===== src/rtl/arm_mc_controller_pkg.sv =====
// Shared types and constants for the ARM multicycle control unit.
// The optional undefined-instruction trap is enabled by the macro MC_UNDEF_TRAP_EN.
package arm_mc_pkg;

  typedef enum logic [3:0] {
    FETCH    = 4'd0,
    DECODE   = 4'd1,
    MEMADR   = 4'd2,
    MEMREAD  = 4'd3,
    MEMWB    = 4'd4,
    MEMWRITE = 4'd5,
    EXECUTER = 4'd6,
    EXECUTEI = 4'd7,
    ALUWB    = 4'd8,
    BRANCH   = 4'd9,
    TRAP     = 4'd10
  } statetype;

  localparam logic [1:0] OP_DP  = 2'b00;
  localparam logic [1:0] OP_MEM = 2'b01;
  localparam logic [1:0] OP_BR  = 2'b10;
  localparam logic [1:0] OP_UND = 2'b11;

  localparam logic [1:0] ALU_ADD = 2'b00;
  localparam logic [1:0] ALU_SUB = 2'b01;
  localparam logic [1:0] ALU_AND = 2'b10;
  localparam logic [1:0] ALU_ORR = 2'b11;

  localparam logic [1:0] RES_ALUOUT    = 2'b00;
  localparam logic [1:0] RES_DATA      = 2'b01;
  localparam logic [1:0] RES_ALURESULT = 2'b10;

  localparam logic [1:0] SRCA_A  = 2'b00;
  localparam logic [1:0] SRCA_PC = 2'b01;

  localparam logic [1:0] SRCB_WD  = 2'b00;
  localparam logic [1:0] SRCB_IMM = 2'b01;
  localparam logic [1:0] SRCB_4   = 2'b10;

  // ARM condition-code evaluation against an NZCV nibble; 1111 never passes.
  function automatic logic cond_pass(input logic [3:0] cond, input logic [3:0] nzcv);
    logic n, z, c, v;
    {n, z, c, v} = nzcv;
    case (cond)
      4'b0000: cond_pass = z;
      4'b0001: cond_pass = ~z;
      4'b0010: cond_pass = c;
      4'b0011: cond_pass = ~c;
      4'b0100: cond_pass = n;
      4'b0101: cond_pass = ~n;
      4'b0110: cond_pass = v;
      4'b0111: cond_pass = ~v;
      4'b1000: cond_pass = c & ~z;
      4'b1001: cond_pass = ~c | z;
      4'b1010: cond_pass = ~(n ^ v);
      4'b1011: cond_pass = n ^ v;
      4'b1100: cond_pass = ~z & ~(n ^ v);
      4'b1101: cond_pass = z | (n ^ v);
      4'b1110: cond_pass = 1'b1;
      default: cond_pass = 1'b0;
    endcase
  endfunction

endpackage


===== src/rtl/arm_mc_controller_if.sv =====
// Controller <-> datapath bundle. master = control unit, slave = datapath.
// Handshake: none; all signals are level-valid every cycle, no valid/ready.
interface arm_mc_if;
  logic [19:0] Instr;
  logic [3:0]  ALUFlags;
  logic        PCWrite;
  logic        AdrSrc;
  logic        MemWrite;
  logic        IRWrite;
  logic        RegWrite;
  logic [1:0]  ResultSrc;
  logic [1:0]  ALUSrcA;
  logic [1:0]  ALUSrcB;
  logic [1:0]  ImmSrc;
  logic [1:0]  RegSrc;
  logic [1:0]  ALUControl;
  logic        Halted;

  modport master (
    input  Instr, ALUFlags,
    output PCWrite, AdrSrc, MemWrite, IRWrite, RegWrite, ResultSrc,
           ALUSrcA, ALUSrcB, ImmSrc, RegSrc, ALUControl, Halted
  );

  modport slave (
    output Instr, ALUFlags,
    input  PCWrite, AdrSrc, MemWrite, IRWrite, RegWrite, ResultSrc,
           ALUSrcA, ALUSrcB, ImmSrc, RegSrc, ALUControl, Halted
  );
endinterface


===== src/rtl/arm_mc_controller_condlogic.sv =====
// NZCV flags register, condition evaluation, latched CondEx and enable gating.
module arm_mc_condlogic
  import arm_mc_pkg::*;
(
  input  logic       clk,
  input  logic       reset,
  input  logic [3:0] Cond,
  input  logic [3:0] ALUFlags,
  input  logic [1:0] FlagW,
  input  logic       cond_latch_i,
  input  logic       RegW,
  input  logic       MemW,
  input  logic       Branch,
  input  logic       NextPC,
  input  logic       rd_is_pc_i,
  output logic       RegWrite,
  output logic       MemWrite,
  output logic       PCWrite,
  output logic [3:0] flags_o
);

  logic [3:0] flags_q;
  logic       condex_q;
  logic       condex_d;
  logic       pcs;

  assign condex_d = cond_pass(Cond, flags_q);

  // CondEx captured at the end of DECODE; flags written at the end of execute.
  always_ff @(posedge clk or negedge reset) begin
    if (!reset) begin
      flags_q  <= 4'b0000;
      condex_q <= 1'b0;
    end else begin
      if (cond_latch_i) condex_q <= condex_d;
      if (FlagW[1] & condex_q) flags_q[3:2] <= ALUFlags[3:2];
      if (FlagW[0] & condex_q) flags_q[1:0] <= ALUFlags[1:0];
    end
  end

  // Raw controls are all zero in DECODE and only NextPC is set in FETCH,
  // so a stale condex_q from the previous instruction never leaks through.
  always_comb begin
    pcs      = Branch | (RegW & rd_is_pc_i);
    RegWrite = reset & RegW & condex_q;
    MemWrite = reset & MemW & condex_q;
    PCWrite  = reset & (NextPC | (pcs & condex_q));
  end

  assign flags_o = flags_q;

endmodule


===== src/rtl/arm_mc_controller.sv =====
// ARM multicycle control unit: main FSM, ALU and instruction decoders.
// Define MC_UNDEF_TRAP_EN to make Op=11 halt in TRAP instead of acting as a NOP.
module arm_mc_controller
  import arm_mc_pkg::*;
#(
  parameter logic [3:0] RESET_STATE = 4'd0
) (
  input  logic       clk,
  input  logic       reset,
  arm_mc_if.master   bus,
  output logic [3:0] dbg_state_o,
  output logic [3:0] dbg_flags_o
);

  statetype   state_q, state_d;
  logic [3:0] cond, rd;
  logic [1:0] op;
  logic [5:0] funct;
  logic       unused_rn;

  logic       next_pc, irw, adr, alu_op, regw_raw, regw, memw, branch;
  logic [1:0] srca, srcb, res, alu_ctl, flag_w;
  logic       cmd_ok;

  assign cond      = bus.Instr[19:16];
  assign op        = bus.Instr[15:14];
  assign funct     = bus.Instr[13:8];
  assign rd        = bus.Instr[3:0];
  assign unused_rn = ^bus.Instr[7:4];

  // Next-state selection.
  always_comb begin
    state_d = state_q;
    case (state_q)
      FETCH:    state_d = DECODE;
      DECODE: begin
        case (op)
          OP_DP:   state_d = funct[5] ? EXECUTEI : EXECUTER;
          OP_MEM:  state_d = MEMADR;
          OP_BR:   state_d = BRANCH;
`ifdef MC_UNDEF_TRAP_EN
          default: state_d = TRAP;
`else
          default: state_d = FETCH;
`endif
        endcase
      end
      MEMADR:   state_d = funct[0] ? MEMREAD : MEMWRITE;
      MEMREAD:  state_d = MEMWB;
      EXECUTER: state_d = ALUWB;
      EXECUTEI: state_d = ALUWB;
`ifdef MC_UNDEF_TRAP_EN
      TRAP:     state_d = TRAP;
`endif
      default:  state_d = FETCH;
    endcase
  end

  // State register; any reset restarts the instruction from FETCH.
  always_ff @(posedge clk or negedge reset) begin
    if (!reset) state_q <= statetype'(RESET_STATE);
    else        state_q <= state_d;
  end

  // ALU command decode; unsupported commands fall back to ADD and write nothing.
  always_comb begin
    cmd_ok  = 1'b1;
    alu_ctl = ALU_ADD;
    case (funct[4:1])
      4'b0100: alu_ctl = ALU_ADD;
      4'b0010: alu_ctl = ALU_SUB;
      4'b0000: alu_ctl = ALU_AND;
      4'b1100: alu_ctl = ALU_ORR;
      default: cmd_ok  = 1'b0;
    endcase
    flag_w[1] = alu_op & funct[0] & cmd_ok;
    flag_w[0] = flag_w[1] & ((alu_ctl == ALU_ADD) | (alu_ctl == ALU_SUB));
  end

  // Per-state raw controls, before condition gating.
  always_comb begin
    next_pc  = 1'b0;
    irw      = 1'b0;
    adr      = 1'b0;
    alu_op   = 1'b0;
    regw_raw = 1'b0;
    memw     = 1'b0;
    branch   = 1'b0;
    srca     = SRCA_A;
    srcb     = SRCB_WD;
    res      = RES_ALUOUT;
    case (state_q)
      FETCH: begin
        irw = 1'b1; next_pc = 1'b1;
        srca = SRCA_PC; srcb = SRCB_4; res = RES_ALURESULT;
      end
      DECODE: begin
        srca = SRCA_PC; srcb = SRCB_4; res = RES_ALURESULT;
      end
      MEMADR:   srcb = SRCB_IMM;
      MEMREAD:  adr = 1'b1;
      MEMWB: begin
        res = RES_DATA; regw_raw = 1'b1;
      end
      MEMWRITE: begin
        adr = 1'b1; memw = 1'b1;
      end
      EXECUTER: alu_op = 1'b1;
      EXECUTEI: begin
        srcb = SRCB_IMM; alu_op = 1'b1;
      end
      ALUWB:    regw_raw = 1'b1;
      BRANCH: begin
        srcb = SRCB_IMM; res = RES_ALURESULT; branch = 1'b1;
      end
      default: ;
    endcase
    regw = regw_raw & ~((state_q == ALUWB) & ~cmd_ok);
  end

  arm_mc_condlogic u_cond (
    .clk          (clk),
    .reset        (reset),
    .Cond         (cond),
    .ALUFlags     (bus.ALUFlags),
    .FlagW        (flag_w),
    .cond_latch_i (state_q == DECODE),
    .RegW         (regw),
    .MemW         (memw),
    .Branch       (branch),
    .NextPC       (next_pc),
    .rd_is_pc_i   (rd == 4'hF),
    .RegWrite     (bus.RegWrite),
    .MemWrite     (bus.MemWrite),
    .PCWrite      (bus.PCWrite),
    .flags_o      (dbg_flags_o)
  );

  assign bus.IRWrite    = irw & reset;
  assign bus.AdrSrc     = adr;
  assign bus.ResultSrc  = res;
  assign bus.ALUSrcA    = srca;
  assign bus.ALUSrcB    = srcb;
  assign bus.ALUControl = alu_op ? alu_ctl : ALU_ADD;
  assign bus.ImmSrc     = op;
  assign bus.RegSrc     = {op == OP_MEM, op == OP_BR};
`ifdef MC_UNDEF_TRAP_EN
  assign bus.Halted     = (state_q == TRAP);
`else
  assign bus.Halted     = 1'b0;
`endif
  assign dbg_state_o    = state_q;

endmodule


===== src/flat_wrapper.sv =====
// flat-port wrapper written by rule: the top's interface ports become plain ports
module arm_mc_controller_flat import arm_mc_pkg::*;
#(
  parameter logic [3:0] RESET_STATE = 4'd0
)
  (clk, reset, dbg_state_o, dbg_flags_o, bus_Instr, bus_ALUFlags, bus_PCWrite, bus_AdrSrc, bus_MemWrite, bus_IRWrite, bus_RegWrite, bus_ResultSrc, bus_ALUSrcA, bus_ALUSrcB, bus_ImmSrc, bus_RegSrc, bus_ALUControl, bus_Halted);
  arm_mc_if bus_i ();
  input  logic clk;
  input  logic reset;
  output logic [3:0] dbg_state_o;
  output logic [3:0] dbg_flags_o;
  input wire logic [$bits(bus_i.Instr)-1:0] bus_Instr;
  input wire logic [$bits(bus_i.ALUFlags)-1:0] bus_ALUFlags;
  output wire logic [$bits(bus_i.PCWrite)-1:0] bus_PCWrite;
  output wire logic [$bits(bus_i.AdrSrc)-1:0] bus_AdrSrc;
  output wire logic [$bits(bus_i.MemWrite)-1:0] bus_MemWrite;
  output wire logic [$bits(bus_i.IRWrite)-1:0] bus_IRWrite;
  output wire logic [$bits(bus_i.RegWrite)-1:0] bus_RegWrite;
  output wire logic [$bits(bus_i.ResultSrc)-1:0] bus_ResultSrc;
  output wire logic [$bits(bus_i.ALUSrcA)-1:0] bus_ALUSrcA;
  output wire logic [$bits(bus_i.ALUSrcB)-1:0] bus_ALUSrcB;
  output wire logic [$bits(bus_i.ImmSrc)-1:0] bus_ImmSrc;
  output wire logic [$bits(bus_i.RegSrc)-1:0] bus_RegSrc;
  output wire logic [$bits(bus_i.ALUControl)-1:0] bus_ALUControl;
  output wire logic [$bits(bus_i.Halted)-1:0] bus_Halted;
  assign bus_i.Instr = bus_Instr;
  assign bus_i.ALUFlags = bus_ALUFlags;
  assign bus_PCWrite = bus_i.PCWrite;
  assign bus_AdrSrc = bus_i.AdrSrc;
  assign bus_MemWrite = bus_i.MemWrite;
  assign bus_IRWrite = bus_i.IRWrite;
  assign bus_RegWrite = bus_i.RegWrite;
  assign bus_ResultSrc = bus_i.ResultSrc;
  assign bus_ALUSrcA = bus_i.ALUSrcA;
  assign bus_ALUSrcB = bus_i.ALUSrcB;
  assign bus_ImmSrc = bus_i.ImmSrc;
  assign bus_RegSrc = bus_i.RegSrc;
  assign bus_ALUControl = bus_i.ALUControl;
  assign bus_Halted = bus_i.Halted;
  arm_mc_controller #(.RESET_STATE(RESET_STATE)) u_core (.clk(clk), .reset(reset), .bus(bus_i), .dbg_state_o(dbg_state_o), .dbg_flags_o(dbg_flags_o));
endmodule

===== config.mk =====
export PLATFORM = sky130hd
export DESIGN_NAME = arm_mc_controller_flat
export DESIGN_NICKNAME = d
export VERILOG_FILES = /design/src/rtl/arm_mc_controller_pkg.sv /design/src/rtl/arm_mc_controller_if.sv /design/src/rtl/arm_mc_controller_condlogic.sv /design/src/rtl/arm_mc_controller.sv /design/src/flat_wrapper.sv
export SDC_FILE = /design/constraint.sdc
export NUM_CORES = 1
export LEC_CHECK = 0
export CAP_MARGIN = 10
export CORE_ASPECT_RATIO = 0.7
export CORE_MARGIN = 1
export CORE_UTILIZATION = 37
export CTS_CLUSTER_SIZE = 8
export DETAILED_ROUTE_END_ITERATION = 16
export GPL_TIMING_DRIVEN = 0
export PLACE_DENSITY = 0.79
export SETUP_SLACK_MARGIN = 0.2
export SLEW_MARGIN = 40
export SYNTH_ARGS = -nofsm -noshare
export SYNTH_HDL_FRONTEND = slang
export SYNTH_SLANG_ARGS = --single-unit

===== constraint.sdc =====
create_clock -name clk -period 2.9 [get_ports clk]
set_input_delay 0.87 -clock clk [delete_from_list [all_inputs] [get_ports clk]]
set_output_delay 0.87 -clock clk [all_outputs]
set_load 0.005 [all_outputs]

==> results of run 1 <==
[cell usage after synthesis (2+ instances only)]
master,count
dfrtp_1,9
nor3_1,9
nor2_1,8
nand2_1,7
buf_4,6
nor2b_1,6
a21oi_1,4
nand2b_1,4
o21ai_0,4
a211oi_1,3
and2_1,3
a31oi_1,2
buf_1,2
mux2_1,2
mux2_4,2
nor4_1,2
xnor2_1,2
xor2_1,2
[cell type report]
type	instances	area (um^2)
multi-input cells	87	636
inverters	1	3.75
repair buffers	43	410
clock buffers	4	26.3
well taps	32	40.0
plain buffers	10	78.8
flip-flops and latches	9	226
fillers	190	768
[report_power, final]
group	internal (mW)	total, mW	switching [mW]
logic	0.350	0.603	0.254
registers	0.166	0.216	0.0496
clock network	0.0530	0.0971	0.0440
[cell families (layout without fill, tap and decap cells)]
family | after synthesis | count (layout) | synth area share
and+or+nand+nor | 52 | 52 | 0.342
DFF | 9 | 9 | 0.259
buffers and inverters | 11 | 58 | 0.0820
AOI/OAI and AO/OA | 24 | 24 | 0.199
xor gates and xnor gates | 4 | 4 | 0.0403
muxes | 5 | 5 | 0.0734
other | 1 | 2 | 0.00431
[worst paths after layout]
| kind | from | end | slack [ns] | depth (start not counted) |
|---|---|---|---|---|
| max | bus_Instr[12] | bus_PCWrite | 0.17 | 7 |
| min | reset | u_core.dbg_state_o[2]$_DFF_PN0_ | 0.40 | 1 |
| max reg2reg | u_core.dbg_state_o[2]$_DFF_PN0_ | u_core.u_cond.flags_o[0]$_DFFE_PN0P_ | 1.27 | 5 |
| min reg2reg | u_core.u_cond.flags_o[1]$_DFFE_PN0P_ | u_core.u_cond.flags_o[1]$_DFFE_PN0P_ | 0.59 | 1 |
| max in group asynchronous | reset | u_core.dbg_state_o[1]$_DFF_PN0_ | 2.36 | 1 |
| min in group clk | u_core.u_cond.flags_o[1]$_DFFE_PN0P_ | u_core.u_cond.flags_o[1]$_DFFE_PN0P_ | 0.59 | 1 |
[worst register-to-register path: stages, from the launching register on]
cell and delay, ns:
dfrtp_1 0.41, nor2b_1 0.25, nand2_1 0.16, and3b_2 0.32
nand2_2 0.09, mux2_4 0.30
[registers in the layout (all words and copies together) (netlist names)]
register and count:
u_core.u_cond.flags_o 4, u_core.u_cond.condex_q 1, u_core.dbg_state_o 4
[what timing repair did]
action | CTS | global route
endpoints found under the setup margin | 12 | 8
hold buffers | 0 | 0
gates resized for setup | 76 | 9
pin swaps | 9 | 6
[metal layers]
layer | vias up | part of all wire | wire [um] | track usage
met5 | - | 0 | 0 | 0
met4 | 0 | 0.0072 | 17 | 0.0279
met1 | 432 | 0.49 | 1140 | 0.273
li1 | 479 | - | - | -
met3 | 4 | 0.071 | 167 | 0.0710
met2 | 33 | 0.43 | 1020 | 0.311
==> metrics.txt, run 1 <==
CP max FO 4; Yosys top cell area share 0.259; most frequent cells in the layout 26 x clkdlybuf4s50_1, 9 x nor3_1, 8 x buf_4, 8 x nor2_1, 8 x dfrtp_1; Buf/Inv on CP 2; CP max-delay cell a2111oi_4; Post-synth top flop dfrtp_1; syn_area_per_cell 8.20 um^2; CP Capture Type primary output; Detailed Route WL 2.35 mm; number of synthesized register bits 9; initial antenna violation count 0; Post-Synthesis Cells 106; clk sinks 9; Clock Latency Late Sink 0.26 ns; Peak supply drop 0.000389 V; Final Max Tran Viols 0; Netlist cell types 47; CTS max path bufs 2; first drt pass iteration count 4; fin cells 186; number of global-route vias before repair 892; FP Rows 14; Total GRT Usage 0.201; routability cong. 0.870; Hold Path Class primary input to async pin; Iteration-0 DRC Markers 31; Placed Area 1340 um^2; post-layout util 0.649; critical path's largest stage delay 0.26 ns; setup violators final 0; Synth-to-Final Area Change 63.5%; buffers added on ports 43; TritonCTS clock tree yes; Starting Density 0.397; Place WS -0.820 ns; die area 2550 um^2; crit path DAT 1.86 ns; critical path type primary input to primary output; post-DR vias/cell 5.10; max-cap violations 0; post-route cell area 1420 um^2; Root Driver clkbuf_4; status completed; first-pass GRT wire length 3.87 mm; htree depth 1; family with the most delay on the worst path compound AO/OA/AOI/OAI gates; setup ws final 0.171 ns; setup TNS 0 ns; commonest non-fill, non-tap cell in the layout clkdlybuf4s50_1; Fin Clk Skew 0.00136 ns; hold_ws 0.401 ns; Pwr Total 0.916 mW; CTS clk-pin slew, worst paths 0.06 ns; Final nets 181; power density cells 644 nW/um^2; Synth area leader dfrtp_1; Leak 0.616 nW; post-route ant nets 0; share of post-route cells with drive strength above 1 0.292; Vias 948; placed insts 182; Antenna diodes 0; RSZ-0062 raised after global routing true; Post-synth ARST share 1.00; grt ovf 0; Max Fclk 0.366 GHz; IO Pins 52; routed length per placed instance 12.6 um; CTS buffer count 3; CORE AREA 2190 um^2; DRC 0; synth warn 0; Die H 42.6 um; critical path data required time 2.03 ns; die width 59.9 um; synthesized cell area 870 um^2; Tmin final 2.73 ns; Post-synth EDFFs 0; post-CTS setup buffer count 0; crit path launch type primary input; dpl hpwl 1.82 mm; largest net degree at the start of global routing 13; final hold violations 0; synth top area cells dfrtp_1 26%, nor3_1 5.2%, buf_4 5.2%, nor2b_1 4.3%, mux2_4 3.5%; crit-path cells buf_6 -> nor2b_4 -> a2111oi_4 -> o21ai_1 -> a21oi_1 -> o21a_1 -> buf_2; fin crit share 0.941; register area share after synthesis 0.259
Note: power is estimated with default switching activity, not from simulation.
==> run 2: changes to the inputs <==
--- a/config.mk
+++ b/config.mk
@@ -8,11 +8,11 @@
 export CAP_MARGIN = 10
 export CORE_ASPECT_RATIO = 0.7
 export CORE_MARGIN = 1
-export CORE_UTILIZATION = 37
+export CORE_UTILIZATION = 40
 export CTS_CLUSTER_SIZE = 8
 export DETAILED_ROUTE_END_ITERATION = 16
 export GPL_TIMING_DRIVEN = 0
-export PLACE_DENSITY = 0.79
+export PLACE_DENSITY = 0.85
 export SETUP_SLACK_MARGIN = 0.2
 export SLEW_MARGIN = 40
 export SYNTH_ARGS = -nofsm -noshare
==> constraint.sdc (replaced) <==
create_clock -name clk -period 3.4 [get_ports clk]
set_input_delay 1.02 -clock clk [delete_from_list [all_inputs] [get_ports clk]]
set_output_delay 1.02 -clock clk [all_outputs]
set_load 0.005 [all_outputs]
==> run 2 against run 1 <==
Net effect:
- the run now ends with design-rule violations left
- sequential share of layout area up 0.54 points
- critical endpoint unchanged
- critical path depth unchanged
- non-clock buffer count up 1
- via count up 2.5%
- die area down 7.2%
==> metrics.txt, run 2 (same netlist as run 1, synthesis figures left out) <==
status finished, violations left; violated checks design-rule violations; buffers added on ports 43 (unchanged); Clock Latency Late Sink 0.27 ns (about the same); DRC 5 (+5); die width 57.7 um (-3.7%); Crit. Startpoint bus_Instr[2]; fillers 173 (-8.9%); Hold Path Class flop to flop; DR WL met3 192 um (+15%); Detailed Route WL 2.60 mm (+11%); grt ovf 0 (unchanged); CTS buffer count 3 (unchanged); CORE AREA 1950 um^2 (-11%); CP Capture Type primary output; RSZ-0062 raised after global routing false; Final nets 182 (+0.55%); CTS max path bufs 2 (unchanged); number of global-route vias before repair 818 (-8.3%); share of post-route cells with drive strength above 1 0.258 (-0.0341); dpl hpwl 1.91 mm (+5.2%); Met2 Wirelength 1.19 mm (+16%); FP Rows 13 (-1); routability cong. 0.899 (+3.4%); Leak 0.571 nW (-7.2%); CP max FO 2 (-2); initial antenna violation count 0 (unchanged); TritonCTS clock tree yes; clk sinks 9 (unchanged); Root Driver clkbuf_4; setup violators final 0 (unchanged); Final Max Tran Viols 0 (unchanged); critical path type primary input to primary output; Synth-to-Final Area Change 57.3%; DR top layer met4; post-DR vias/cell 5.49 (+7.7%); Max Fclk 0.318 GHz; die area 2370 um^2 (-7.2%); routed length per placed instance 14.7 um (+16%); final hold violations 0 (unchanged); commonest non-fill, non-tap cell in the layout clkdlybuf4s50_1; first-pass GRT wire length 3.80 mm (-1.8%); Total GRT Usage 0.225 (+0.0239); Starting Density 0.446 (+0.0484); largest net degree at the start of global routing 13 (unchanged); post-route ant nets 0 (unchanged); Register Area 225 um^2 (-0.55%); most frequent cells in the layout 29 x clkdlybuf4s50_1, 9 x dfrtp_1, 8 x nor3_1; wl on met1 1.20 mm (+5.4%); crit path launch type primary input; critical path data required time 2.38 ns (+0.35 ns); post-layout util 0.701 (+0.0515); Antenna diodes 0 (unchanged); IO Pins 52 (unchanged); RR Startpoint u_core.dbg_state_o[1]$_DFF_PN0_; first drt pass iteration count 10 (+6); fin crit share 0.923; CTS clk-pin slew, worst paths 0.06 ns (about the same); area taken by multi-input logic gates 622 um^2 (-2.2%); max-cap violations 0 (unchanged); Vias 972 (+2.5%); Worst Hold Launch u_core.u_cond.flags_o[1]$_DFFE_PN0P_; Fin Clk Skew 0.00236 ns (+0.000996 ns); htree depth 1 (unchanged); crit path DAT 2.12 ns (+0.26 ns); power density cells 549 nW/um^2 (-15%); Iteration-0 DRC Markers 32 (+3.2%); Peak supply drop 0.000386 V (-0.72%); Pwr Total 0.751 mW (-18%); Die H 41.0 um (-3.6%); Tmin final 3.14 ns
## run 2: per-layer routing
layer  vias to the layer above  global-route usage
met5                         -                   0
met4                         0              0.0536
met3                         5              0.0694
met2                        38               0.363
met1                       442               0.300
li1                        487                   -
## run 2: final timing paths
kind,to,slack (ns),depth (start not counted)
setup reg to reg,u_core.u_cond.condex_q$_DFFE_PN0P_,1.75,4
hold reg to reg,u_core.u_cond.flags_o[1]$_DFFE_PN0P_,0.58,1
min in group asynchronous,u_core.u_cond.flags_o[0]$_DFFE_PN0P_,0.62,1
setup / recovery,bus_PCWrite,0.26,7
hold / removal,u_core.u_cond.flags_o[1]$_DFFE_PN0P_,0.58,1
max in group asynchronous,u_core.dbg_state_o[1]$_DFF_PN0_,2.57,1
## run 2: what timing repair did
action	CTS	global route
hold endpoints to repair	0	0
buffers inserted	0	1
pin swaps	5	9
gates resized for setup	35	22
gates cloned	0	0
endpoints found under the setup margin	10	6
hold buffers	0	0
## run 2: area by class of cell
cell class,instances,area share
Sequential cell,9,0.165
Multi-Input combinational cell,87,0.455
Buffer,10,0.0503
Inverter,1,0.00274
Tap cell,22,0.0201
Clock buffer,4,0.0192
Timing Repair Buffer,44,0.288
## run 2: worst max-delay path, stage by stage
cell	delay [ns]
clkbuf_2	0.07
nand4_1	0.16
buf_4	0.18
or3_1	0.32
a21oi_2	0.14
o21a_1	0.12
buf_2	0.10
## run 2: per-stage QoR
step | instances | setup WS, ns | TNS [ns] | area [um^2] | hold slack (ns)
2_1_floorplan | 107 | 0.528 | 0 | 873 | 0.540
3_3_place_gp | 172 | -0.614 | -1.83 | 1330 | 0.555
3_5_place_dp | 172 | -0.607 | -1.94 | 1330 | 0.562
4_1_cts | 176 | 0.201 | 0 | 1370 | 0.586
5_1_grt | 177 | 0.193 | 0 | 1370 | 0.612
6_report | 177 | 0.260 | 0 | 1370 | 0.581
## run 2: where the power goes
part / switching, mW / internal, mW
combinational: 0.213 / 0.273
clock: 0.0391 / 0.0453
sequential: 0.0408 / 0.140
total: 0.293 / 0.459
==> run 3: changes to the inputs <==
--- a/config.mk
+++ b/config.mk
@@ -8,11 +8,11 @@
 export CAP_MARGIN = 10
 export CORE_ASPECT_RATIO = 0.7
 export CORE_MARGIN = 1
-export CORE_UTILIZATION = 40
+export CORE_UTILIZATION = 43
 export CTS_CLUSTER_SIZE = 8
 export DETAILED_ROUTE_END_ITERATION = 16
+export DONT_BUFFER_PORTS = 1
 export GPL_TIMING_DRIVEN = 0
-export PLACE_DENSITY = 0.85
 export SETUP_SLACK_MARGIN = 0.2
 export SLEW_MARGIN = 40
 export SYNTH_ARGS = -nofsm -noshare
==> run 3 against run 2 <==
Net effect:
- the run now ends clean
- fmax is 6.0% higher
- power is 26% lower
- clock skew rose by 0.0023 ns
- worst hold slack got worse by 0.13 ns
==> metrics.txt, run 3 (same netlist as run 1, synthesis figures left out) <==
status completed; Peak supply drop 0.000383 V (-0.82%); Seq pwr share 0.337 (+0.096); largest net degree at the start of global routing 13 (unchanged); fillers 183 (+5.8%); htree depth 1 (unchanged); Psw 0.240 mW (-18%); Antenna diodes 0 (unchanged); CTS resizes 0 (-100%); CTS clk-pin slew, worst paths 0.06 ns (about the same); CP max FO 4 (+2); CTS buffer count 3 (unchanged); clock power share 0.144 (+0.032); final hold violations 0 (unchanged); fin cells 133 (-25%); FP Rows 13 (unchanged); crit path launch type primary input; Tmin final 2.96 ns (-0.177 ns); CTS max path bufs 2 (unchanged); critical path data required time 2.38 ns (about the same); dpl hpwl 1.50 mm (-22%); Max Fclk 0.338 GHz (+6.0%); CP Capture Type primary output; post-route ant nets 0 (unchanged); first drt pass iteration count 4 (-6); Final Max Tran Viols 0 (unchanged); die width 55.8 um (-3.4%); crit path DAT 1.94 ns (-0.18 ns); TritonCTS clock tree yes; Iteration-0 DRC Markers 23 (-28%); CORE AREA 1890 um^2 (-3.3%); share of post-route cells with drive strength above 1 0.180 (-0.0779); post-route cell area 927 um^2 (-32%); Register Area 225 um^2 (unchanged); initial antenna violation count 0 (unchanged); routability cong. 0.841 (-6.5%); routed length per placed instance 14.1 um (-3.8%); Fin Clk Skew 0.00464 ns (+0.00228 ns); Die H 39.6 um (-3.4%); Total GRT Usage 0.177 (-0.0481); Leak 0.381 nW (-33%); Detailed Route WL 1.88 mm (-28%); DRC 0 (-5); Root Driver clkbuf_4; post-layout util 0.491 (-0.209); area taken by multi-input logic gates 577 um^2 (-7.2%); clk sinks 9 (unchanged); most frequent cells in the layout 9 x nor3_1, 9 x dfrtp_1, 8 x nor2_1; Final nets 138 (-24%); Post-CTS Hold Buffers 0 (unchanged); critical path type primary input to primary output; Starting Density 0.461 (+0.0154); Hold Path Class primary input to async pin; setup TNS 0 ns (unchanged); Clock Latency Late Sink 0.25 ns (-0.02 ns); Vias 793 (-18%); internal power 0.313 mW (-32%); switching part of the total 0.434 (+0.0443); fin crit share 0.871 (-0.0520); first-pass GRT wire length 2.88 mm (-24%); placed insts 129 (-25%); hold_ws 0.454 ns (-0.127 ns); post-CTS setup buffer count 0 (unchanged); RSZ-0062 raised after global routing false; buffers added on ports 0 (-100%); Synth-to-Final Area Change 6.62%; max-cap violations 0 (unchanged); die area 2210 um^2 (-6.7%); IO Pins 52 (unchanged); Placed Area 901 um^2 (-32%); combinational fraction of design power 0.520 (-0.126); post-DR vias/cell 5.96 (+8.6%); setup violators final 0 (unchanged); power density cells 596 nW/um^2 (+8.5%); number of global-route vias before repair 633 (-23%); grt ovf 0 (unchanged)
==> run 3: cell types whose count changed in the layout (fill, tap and decap cells not counted), sizes merged <==
| cell | before | now |
|---|---|---|
| clkdlybuf4s50 | 29 | 0 |
| clkbuf | 11 | 5 |
| buf | 14 | 9 |
| clkdlybuf4s15 | 2 | 0 |
| dlygate4sd2 | 2 | 0 |
==> run 3: final cells by class <==
class	count	share of cell area
plain buffers	10	0.0729
clock buffers	4	0.0283
inverters	1	0.00405
multi-input cells	87	0.622
flip-flops and latches	9	0.243
well taps	22	0.0297
==> run 3: per-layer routing <==
layer  track usage  share of wire
met1         0.253           0.50
met2         0.250           0.41
met3        0.0627          0.089
met4        0.0375              0
met5             0              0
==> run 3: critical path, stage by stage <==
cell and delay, ns:
nor2b_1 0.14, a2111oi_0 0.35, o21ai_0 0.12, a21oi_1 0.17, o21a_1 0.14
==> run 3: path summary, 6_finish.rpt <==
path	startpoint	to	slack, ns	cells past startpoint
max in group asynchronous	reset	u_core.dbg_state_o[1]$_DFF_PN0_	2.87	0
max reg2reg	u_core.dbg_state_o[1]$_DFF_PN0_	u_core.u_cond.condex_q$_DFFE_PN0P_	1.69	4
min	reset	u_core.dbg_state_o[3]$_DFF_PN0_	0.45	0
min reg2reg	u_core.u_cond.flags_o[2]$_DFFE_PN0P_	u_core.u_cond.flags_o[2]$_DFFE_PN0P_	0.60	1
max	bus_Instr[12]	bus_PCWrite	0.44	5
min in group clk	u_core.u_cond.flags_o[2]$_DFFE_PN0P_	u_core.u_cond.flags_o[2]$_DFFE_PN0P_	0.60	1
==> run 3: metrics by stage <==
stage          total power [mW]  worst slack (ns)
6_report                  0.553             0.437
5_1_grt                   0.608             0.350
4_1_cts                   0.559             0.424
3_5_place_dp              0.474             0.437
3_3_place_gp              0.473             0.443
2_1_floorplan             0.421             0.528
==> run 3: power groups by stage <==
stage          sequential (mW)  clock (mW)  combinational [mW]
6_report                 0.186      0.0793               0.287
5_1_grt                  0.193      0.0915               0.324
4_1_cts                  0.186      0.0842               0.289
3_5_place_dp             0.187           0               0.287
3_3_place_gp             0.187           0               0.286
2_1_floorplan            0.175           0               0.246
